<file path="config.mk">
export PLATFORM = sky130hd
export DESIGN_NAME = serial_word_tx
export DESIGN_NICKNAME = d
export VERILOG_FILES = /design/src/rtl/serial_word_tx.sv
export SDC_FILE = /design/constraint.sdc
export NUM_CORES = 1
export LEC_CHECK = 0
export CAP_MARGIN = 20
export CORE_UTILIZATION = 49
export CTS_CLUSTER_SIZE = 10
export DETAILED_ROUTE_END_ITERATION = 10
export GPL_TIMING_DRIVEN = 0
export PLACE_DENSITY = 0.74
export SLEW_MARGIN = 10
export SYNTH_ARGS = -nofsm -noshare
export SYNTH_HDL_FRONTEND = slang
export SYNTH_SLANG_ARGS = --single-unit
</file>
<file path="constraint.sdc">
create_clock -name clk -period 1.4 [get_ports clk]
set_input_delay 0.42 -clock clk [delete_from_list [all_inputs] [get_ports clk]]
set_output_delay 0.42 -clock clk [all_outputs]
set_load 0.05 [all_outputs]
</file>
<file path="src/rtl/serial_word_tx.sv">
// serial_word_tx
// Serializes a BITS-wide parallel word into a framed bit stream:
// START (0), BITS data bits LSB first, optional even-parity bit, STOP (1).
// Every bit lasts DIV clock cycles. A shift_en strobe marks the last cycle
// of every data bit, so a downstream shift-right register clocked by the
// same clk reassembles the original word.
//
// Ports
//   clk         rising-edge clock
//   reset       asynchronous reset, active low
//   load_valid  upstream offers a word on Din
//   load_ready  block accepts a word this cycle (IDLE or last STOP cycle)
//   Din         parallel word, captured on the handshake edge
//   tx_serial   registered serial line (idles high)
//   shift_en    one-cycle strobe at the end of each data bit period
//   busy        high while a frame is in progress
//   frame_done  one-cycle pulse on the final STOP cycle
module serial_word_tx #(
  parameter int BITS      = 4,
  parameter int DIV       = 4,
  parameter int PARITY_EN = 1
) (
  input  logic            clk,
  input  logic            reset,
  input  logic            load_valid,
  output logic            load_ready,
  input  logic [BITS-1:0] Din,
  output logic            tx_serial,
  output logic            shift_en,
  output logic            busy,
  output logic            frame_done
);

  localparam int CW = (DIV > 1) ? $clog2(DIV) : 1;
  localparam int BW = $clog2(BITS);

  localparam logic [CW-1:0] CNT_LAST   = CW'(DIV - 1);
  // Counter value one cycle before the last one; only meaningful when DIV > 1.
  localparam logic [CW-1:0] CNT_PRE    = (DIV > 1) ? CW'(DIV - 2) : {CW{1'b0}};
  localparam logic [BW-1:0] BIT_LAST   = BW'(BITS - 1);
  // With DIV == 1 the first cycle of a bit period is also its last cycle.
  localparam logic          ONE_CYCLE  = (DIV == 1) ? 1'b1 : 1'b0;

  typedef enum logic [2:0] {
    IDLE   = 3'd0,
    START  = 3'd1,
    DATA   = 3'd2,
    PARITY = 3'd3,
    STOP   = 3'd4
  } state_t;

  state_t          state_r;
  logic [CW-1:0]   cnt_r;
  logic [BW-1:0]   bit_r;
  logic [BITS-1:0] buf_r;
  logic            par_r;
  logic            tx_r;
  logic            shift_en_r;
  logic            busy_r;
  logic            frame_done_r;
  logic            load_ready_r;

  logic            hs_s;
  logic            last_s;
  logic            pre_s;

  // Even parity: XOR of all bits of the word.
  function automatic logic even_parity(input logic [BITS-1:0] word);
    logic p;
    p = 1'b0;
    for (int i = 0; i < BITS; i++) begin
      p = p ^ word[i];
    end
    return p;
  endfunction

  assign hs_s   = load_valid & load_ready_r;
  assign last_s = (cnt_r == CNT_LAST);
  assign pre_s  = (cnt_r == CNT_PRE);

  assign load_ready = load_ready_r;
  assign tx_serial  = tx_r;
  assign shift_en   = shift_en_r;
  assign busy       = busy_r;
  assign frame_done = frame_done_r;

  // Frame FSM. Every output register is loaded with the value that belongs
  // to the cycle being entered, so outputs line up exactly with the state.
  always_ff @(posedge clk or negedge reset) begin
    if (!reset) begin
      state_r      <= IDLE;
      cnt_r        <= {CW{1'b0}};
      bit_r        <= {BW{1'b0}};
      buf_r        <= {BITS{1'b0}};
      par_r        <= 1'b0;
      tx_r         <= 1'b1;
      shift_en_r   <= 1'b0;
      busy_r       <= 1'b0;
      frame_done_r <= 1'b0;
      load_ready_r <= 1'b1;
    end else begin
      shift_en_r   <= 1'b0;
      frame_done_r <= 1'b0;
      case (state_r)
        IDLE: begin
          if (hs_s) begin
            state_r      <= START;
            cnt_r        <= {CW{1'b0}};
            buf_r        <= Din;
            par_r        <= even_parity(Din);
            tx_r         <= 1'b0;
            busy_r       <= 1'b1;
            load_ready_r <= 1'b0;
          end else begin
            state_r      <= IDLE;
            tx_r         <= 1'b1;
            busy_r       <= 1'b0;
            load_ready_r <= 1'b1;
          end
        end

        START: begin
          if (last_s) begin
            state_r    <= DATA;
            cnt_r      <= {CW{1'b0}};
            bit_r      <= {BW{1'b0}};
            tx_r       <= buf_r[0];
            shift_en_r <= ONE_CYCLE;
          end else begin
            cnt_r      <= cnt_r + 1'b1;
          end
        end

        DATA: begin
          if (last_s) begin
            cnt_r <= {CW{1'b0}};
            if (bit_r == BIT_LAST) begin
              if (PARITY_EN != 0) begin
                state_r      <= PARITY;
                tx_r         <= par_r;
              end else begin
                state_r      <= STOP;
                tx_r         <= 1'b1;
                frame_done_r <= ONE_CYCLE;
                load_ready_r <= ONE_CYCLE;
              end
            end else begin
              // Next data bit: the buffer shifts right so bit 0 is always current.
              bit_r      <= bit_r + 1'b1;
              buf_r      <= buf_r >> 1;
              tx_r       <= buf_r[1];
              shift_en_r <= ONE_CYCLE;
            end
          end else begin
            cnt_r      <= cnt_r + 1'b1;
            shift_en_r <= pre_s;
          end
        end

        PARITY: begin
          if (last_s) begin
            state_r      <= STOP;
            cnt_r        <= {CW{1'b0}};
            tx_r         <= 1'b1;
            frame_done_r <= ONE_CYCLE;
            load_ready_r <= ONE_CYCLE;
          end else begin
            cnt_r        <= cnt_r + 1'b1;
          end
        end

        STOP: begin
          if (last_s) begin
            cnt_r <= {CW{1'b0}};
            if (hs_s) begin
              // Back-to-back frame: START follows with no idle gap.
              state_r      <= START;
              buf_r        <= Din;
              par_r        <= even_parity(Din);
              tx_r         <= 1'b0;
              busy_r       <= 1'b1;
              load_ready_r <= 1'b0;
            end else begin
              state_r      <= IDLE;
              tx_r         <= 1'b1;
              busy_r       <= 1'b0;
              load_ready_r <= 1'b1;
            end
          end else begin
            cnt_r        <= cnt_r + 1'b1;
            frame_done_r <= pre_s;
            load_ready_r <= pre_s;
          end
        end

        default: begin
          state_r      <= IDLE;
          cnt_r        <= {CW{1'b0}};
          bit_r        <= {BW{1'b0}};
          buf_r        <= {BITS{1'b0}};
          par_r        <= 1'b0;
          tx_r         <= 1'b1;
          busy_r       <= 1'b0;
          load_ready_r <= 1'b1;
        end
      endcase
    end
  end

endmodule

</file>
After elaboration in Yosys (flattened, before gate mapping)
Index checks and enable logic that the tools add are counted.
{"block": "classes", "n_addsub": 2, "eq_ne": 14, "muxes": 38, "bitwise_logic": 8, "n_reduce_logical": 12}
{"op": "$mux 1", "count": 16}
{"op": "$mux 4", "count": 4}
{"op": "$pmux 4 s4", "count": 1}
{"op": "$mux 3", "count": 5}
{"op": "$pmux 3 s5", "count": 1}
{"op": "$ne 2x2->1 const B", "count": 7}
{"op": "$reduce_and 4->1", "count": 3}
{"op": "$mux 2", "count": 5}
{"op": "$eq 2x2->1 const B", "count": 3}
{"op": "$eq 3x2->1 const B", "count": 2}
{"op": "$pmux 1 s3", "count": 2}
{"op": "$pmux 2 s3", "count": 1}
{"op": "$reduce_or 3->1", "count": 2}
{"op": "$pmux 1 s5", "count": 1}
{"op": "$reduce_and 5->1", "count": 1}
{"op": "$add 2x1->2 const B", "count": 2}
{"op": "$not 1->1", "count": 4}
{"op": "$pmux 1 s4", "count": 1}
{"op": "$pmux 2 s2", "count": 1}
{"op": "$reduce_and 2->1", "count": 2}
{"op": "$reduce_or 2->1", "count": 2}
{"op": "$reduce_or 4->1", "count": 1}
{"op": "$eq 3x1->1 const B", "count": 1}
{"op": "$eq 3x3->1 const B", "count": 1}
{"op": "3 further kinds", "count": 5}
{"block": "totals", "reg_bits": 17, "input_bits": 7, "out_inout_bits": 5}

Longest topological paths before layout
{"block": "depth", "ltp_word": 6, "depth_mapped": 6}

Worst setup path before layout
Ideal clock, no wire load.
{"block": "synth_path", "kind": "register to register", "startpoint": "reg load_ready_r (netlist: load_ready)", "endpoint": "reg buf_r[0]", "setup_ps": 128, "arrival_time_ps": 1392, "required_time_ps": 1272, "path_slack_ps": -120, "stages_incl_launch_ff": 5, "path_buffers": 0, "period_less_slack_ps": 1520, "path_cell_list": "dfstp_2 > nand2_1 > o21ai_2 > nand3_2 > mux2_1"}
{"block": "synth_between", "elab_chain_cells": 4}
{"element": "start: declaration", "line_no": "61", "text": "logic load_ready_r;"}
{"element": "start signal: assignment", "line_no": "192", "text": "load_ready_r <= pre_s;"}
{"element": "$and 1x1->1 (*)", "line_no": "77", "text": "assign hs_s = load_valid & load_ready_r;"}
{"element": "$mux 4 (*)"}
{"element": "$mux 4"}
{"element": "$pmux 4 s4 (*)"}
{"element": "end signal: assignment", "line_no": "94", "text": "buf_r <= {BITS{1'b0}};"}
{"element": "end signal: assignment", "line_no": "109", "text": "buf_r <= Din;"}
{"element": "end signal: assignment", "line_no": "150", "text": "buf_r <= buf_r >> 1;"}
{"element": "end: declaration", "line_no": "55", "text": "logic [BITS-1:0] buf_r;"}
Every way passes the cells marked *; elsewhere a longest branch is shown, timed or not. The select of a mux whose other input is x is not followed.
A chain may end at the register's enable or synchronous reset.

Final worst setup path
{"block": "layout_path", "startpoint": "reg load_ready_r (netlist: load_ready)", "endpoint": "out load_ready"}
{"element": "end: declaration", "line_no": "26", "text": "output logic load_ready,"}
No word-level cell between the ends.

==> impl_metrics.yaml <==
critical_path:
  required_ns: 0.98
  cp_top_family: "flip-flops"
  worstSetupPathType: "flip-flop to output port"
  critPathCaptureType: "output port"
  critPathSlowestCell: "dfstp_2"
  crit_fanout: 4
  start_kind: "flip-flop"
  cp_num_buf_inv: 1
  r2r_cells: 4
  cp_data_arrival_time_ns: 1.05
  crit_chain: "buf_8"
  cp_num_cells: 1
  slowest_delay_ns: 0.60
route:
  wl_met3_um: 88
  wl_per_cell_um: 15.0
  drtPass1Iterations: 4
  first_iter_violations: 23
  drt-total-wl_um: 2460
  drc: 0
  wl_met1_um: 1130
  routed_via_density: 5.76
  antenna_left: 0
  vias: 945
  route.met2.wl_um: 1200
  routed.top_layer: "met4"
grt:
  grt_pass1_vias: 917
  gr-total-overflow: 0
  grt_pass1_wl_um: 4170
  antenna_found_initial: 0
  grt_max_degree: 18
  grt_use_total_pct: 23.3
final_layout:
  final_core_util_pct: 69.8
  final_cell_area_sq_um: 1400
  n_antenna_cell: 0
  drive_above_1_share_pct: 32.8
  layout.nets: 148
  layout_commonest_cell: "dfrtp_1"
  nFillCells: 152
  area_growth_pct: 31.3
  multi_input_area_sq_um: 653
  regArea_sq_um: 429
  layout_common_cells: "dfrtp_1, a21oi_1, nor2_1"
  final_cells: 164
timing:
  clock.fmax_mhz: 679
  slew_headroom_pct: 46.6
  maxSlewViolCount: 0
  fin_worst_skew_ns: 0.00205
  grt_setup_unrepaired: "true"
  tightest_slew_ns: 0.798
  finalSetupViolations: 6
  post-route-min-period_ns: 1.47
  timing.final.crit_share_pct: 105
  finalWorstSetupSlack_ns: -0.0736
  final-hold-violation-count: 0
  fin_hold_ws_ns: 0.531
clock_tree:
  cts.htree.levels: 1
  clk_path_buf_depth: 2
  path_clk_slew_ns: 0.10
  tritoncts: "done"
  cts.sinks: 17
  clk_latency_ns: 0.29
  root_buffer: "clkbuf_4"
  cts_made_buffers: 3
min_path:
  hold_depth: 2
  hp-class: "flip-flop to flip-flop"
synth:
  synth-seq-area-share_pct: 40.2
  synth.top_cell.area_share_pct: 35.3
  synth_edf_count: 0
  syn_area_sq_um: 1060
  async_flop_share_pct: 100
  synth_cells: 113
  ys_top_cells_by_area: "dfrtp_1, a21oi_1, dfstp_2, mux2_1, ha_1"
  ys_types: 36
  avgSynthCellArea_sq_um: 9.41
  ys_dominant_reg_cell: "dfrtp_1"
  ys_ff_latch: 17
  yosysWarnings: 0
  syn_nets: 123
  synth_top_area_cell: "dfrtp_1"
run_status:
  violations: "negative setup slack"
  outcome: "finished with violations"
power:
  ir_drop_mv: 1.21
  p_seq_share_pct: 27.4
  intPower_mw: 1.85
  combPwrFrac_pct: 64.5
  p_per_area_nw_per_um2: 2400
  pwr-share-clk_pct: 8.1
  swShare_pct: 44.7
  net-switching-power_mw: 1.50
  power.leakage_nw: 0.618
die:
  rows: 16
  io_pins: 12
  core_sq_um: 2000
  die_x_um: 48.6
  initial_core_util_pct: 53.1
  die_y_um: 48.6
  dieArea_sq_um: 2360
flow_run:
  cap_viol_max_count: 0
placement:
  placed_area_sq_um: 1220
  routabilityCongestion: 0.793
  dpl.hpwl_um: 1620
  numPortBuffers: 11
  dpl.cell_count: 151
power groups by stage:
stage               sequential (mW)  clock (mW)  combinational (mW)
CTS                           0.901       0.277                1.87
global route                  0.944       0.303                2.34
floorplan                      1.01           0                1.16
global placement              0.865           0                1.63
finish                        0.919       0.273                2.16
detailed placement            0.878           0                1.70
kinds of logic after synthesis:
logic type	after synthesis	share of synthesized area [%]
AO/OA/AOI/OAI	34	20.9
XOR/XNOR	5	4.12
adder cells (fa/ha/maj)	3	3.53
buffers and inverters	11	5.88
flip-flops	17	40.2
multiplexers	5	5.18
AND/OR/NAND/NOR	38	20.1
Yosys cell counts (2+ instances only):
cell,n
nor3_1,3
a31oi_1,2
o21ai_2,2
inv_1,4
nor2b_4,2
o22ai_1,3
dfstp_2,2
nor2_2,2
mux2_1,4
o31ai_1,2
and2_1,2
nor2b_1,4
xor2_1,2
buf_6,2
nand2_1,8
ha_1,3
nor2_1,8
o21ai_1,2
o21ai_0,4
xnor2_1,3
dfrtp_1,15
nand2b_1,5
a21oi_1,12
buf_2,5
path summary, 6_finish.rpt:
kind                            startpoint         end  slack (ns)
worst max-delay path            load_ready  load_ready       -0.07
worst min-delay path              buf_r[3]    buf_r[3]        0.53
worst max register to register  load_ready    buf_r[2]       -0.04
worst min register to register    buf_r[3]    buf_r[3]        0.53
max in group asynchronous            reset  state_r[0]        0.28
min in group asynchronous            reset    bit_r[1]        0.58
state kept, by name, summed over array words and instances, names as in the netlist:
name / count
buf_r: 4
state_r: 3
bit_r: 2
cnt_r: 2
busy: 1
frame_done: 1
load_ready: 1
par_r: 1
shift_en: 1
tx_serial: 1
area by class of cell:
class	instances	area share (%)
inverters	4	1.08
plain buffers	7	4.03
repair buffers	20	13.1
clock buffers	4	1.88
flip-flops and latches	17	30.7
well taps	27	2.42
multi-input cells	85	46.8
stage by stage:
stage	setup WS (ns)	TNS (ns)	power, mW
after detailed placement	-0.376	-4.18	2.57
after global routing	-0.104	-0.596	3.59
after floorplan	-0.0789	-0.311	2.17
after CTS	-0.0575	-0.0989	3.05
final	-0.0736	-0.250	3.35
after global placement	-0.378	-3.76	2.50
metal layers:
layer  vias to the layer above  global-route usage, %
li1                        444                      -
met4                         0                   8.82
met5                         -                      0
met1                       471                   29.2
met3                         4                   2.83
met2                        26                   40.8
timing repair:
| action | CTS | global route |
|---|---|---|
| resized for setup | 36 | 14 |
| setup buffers | 6 | 3 |
| gates cloned | 0 | 0 |
| hold buffers | 0 | 0 |
| pin swaps | 2 | 7 |
| endpoints found under the setup margin | 10 | 13 |
No activity file was read; power rests on OpenSTA's default activity.
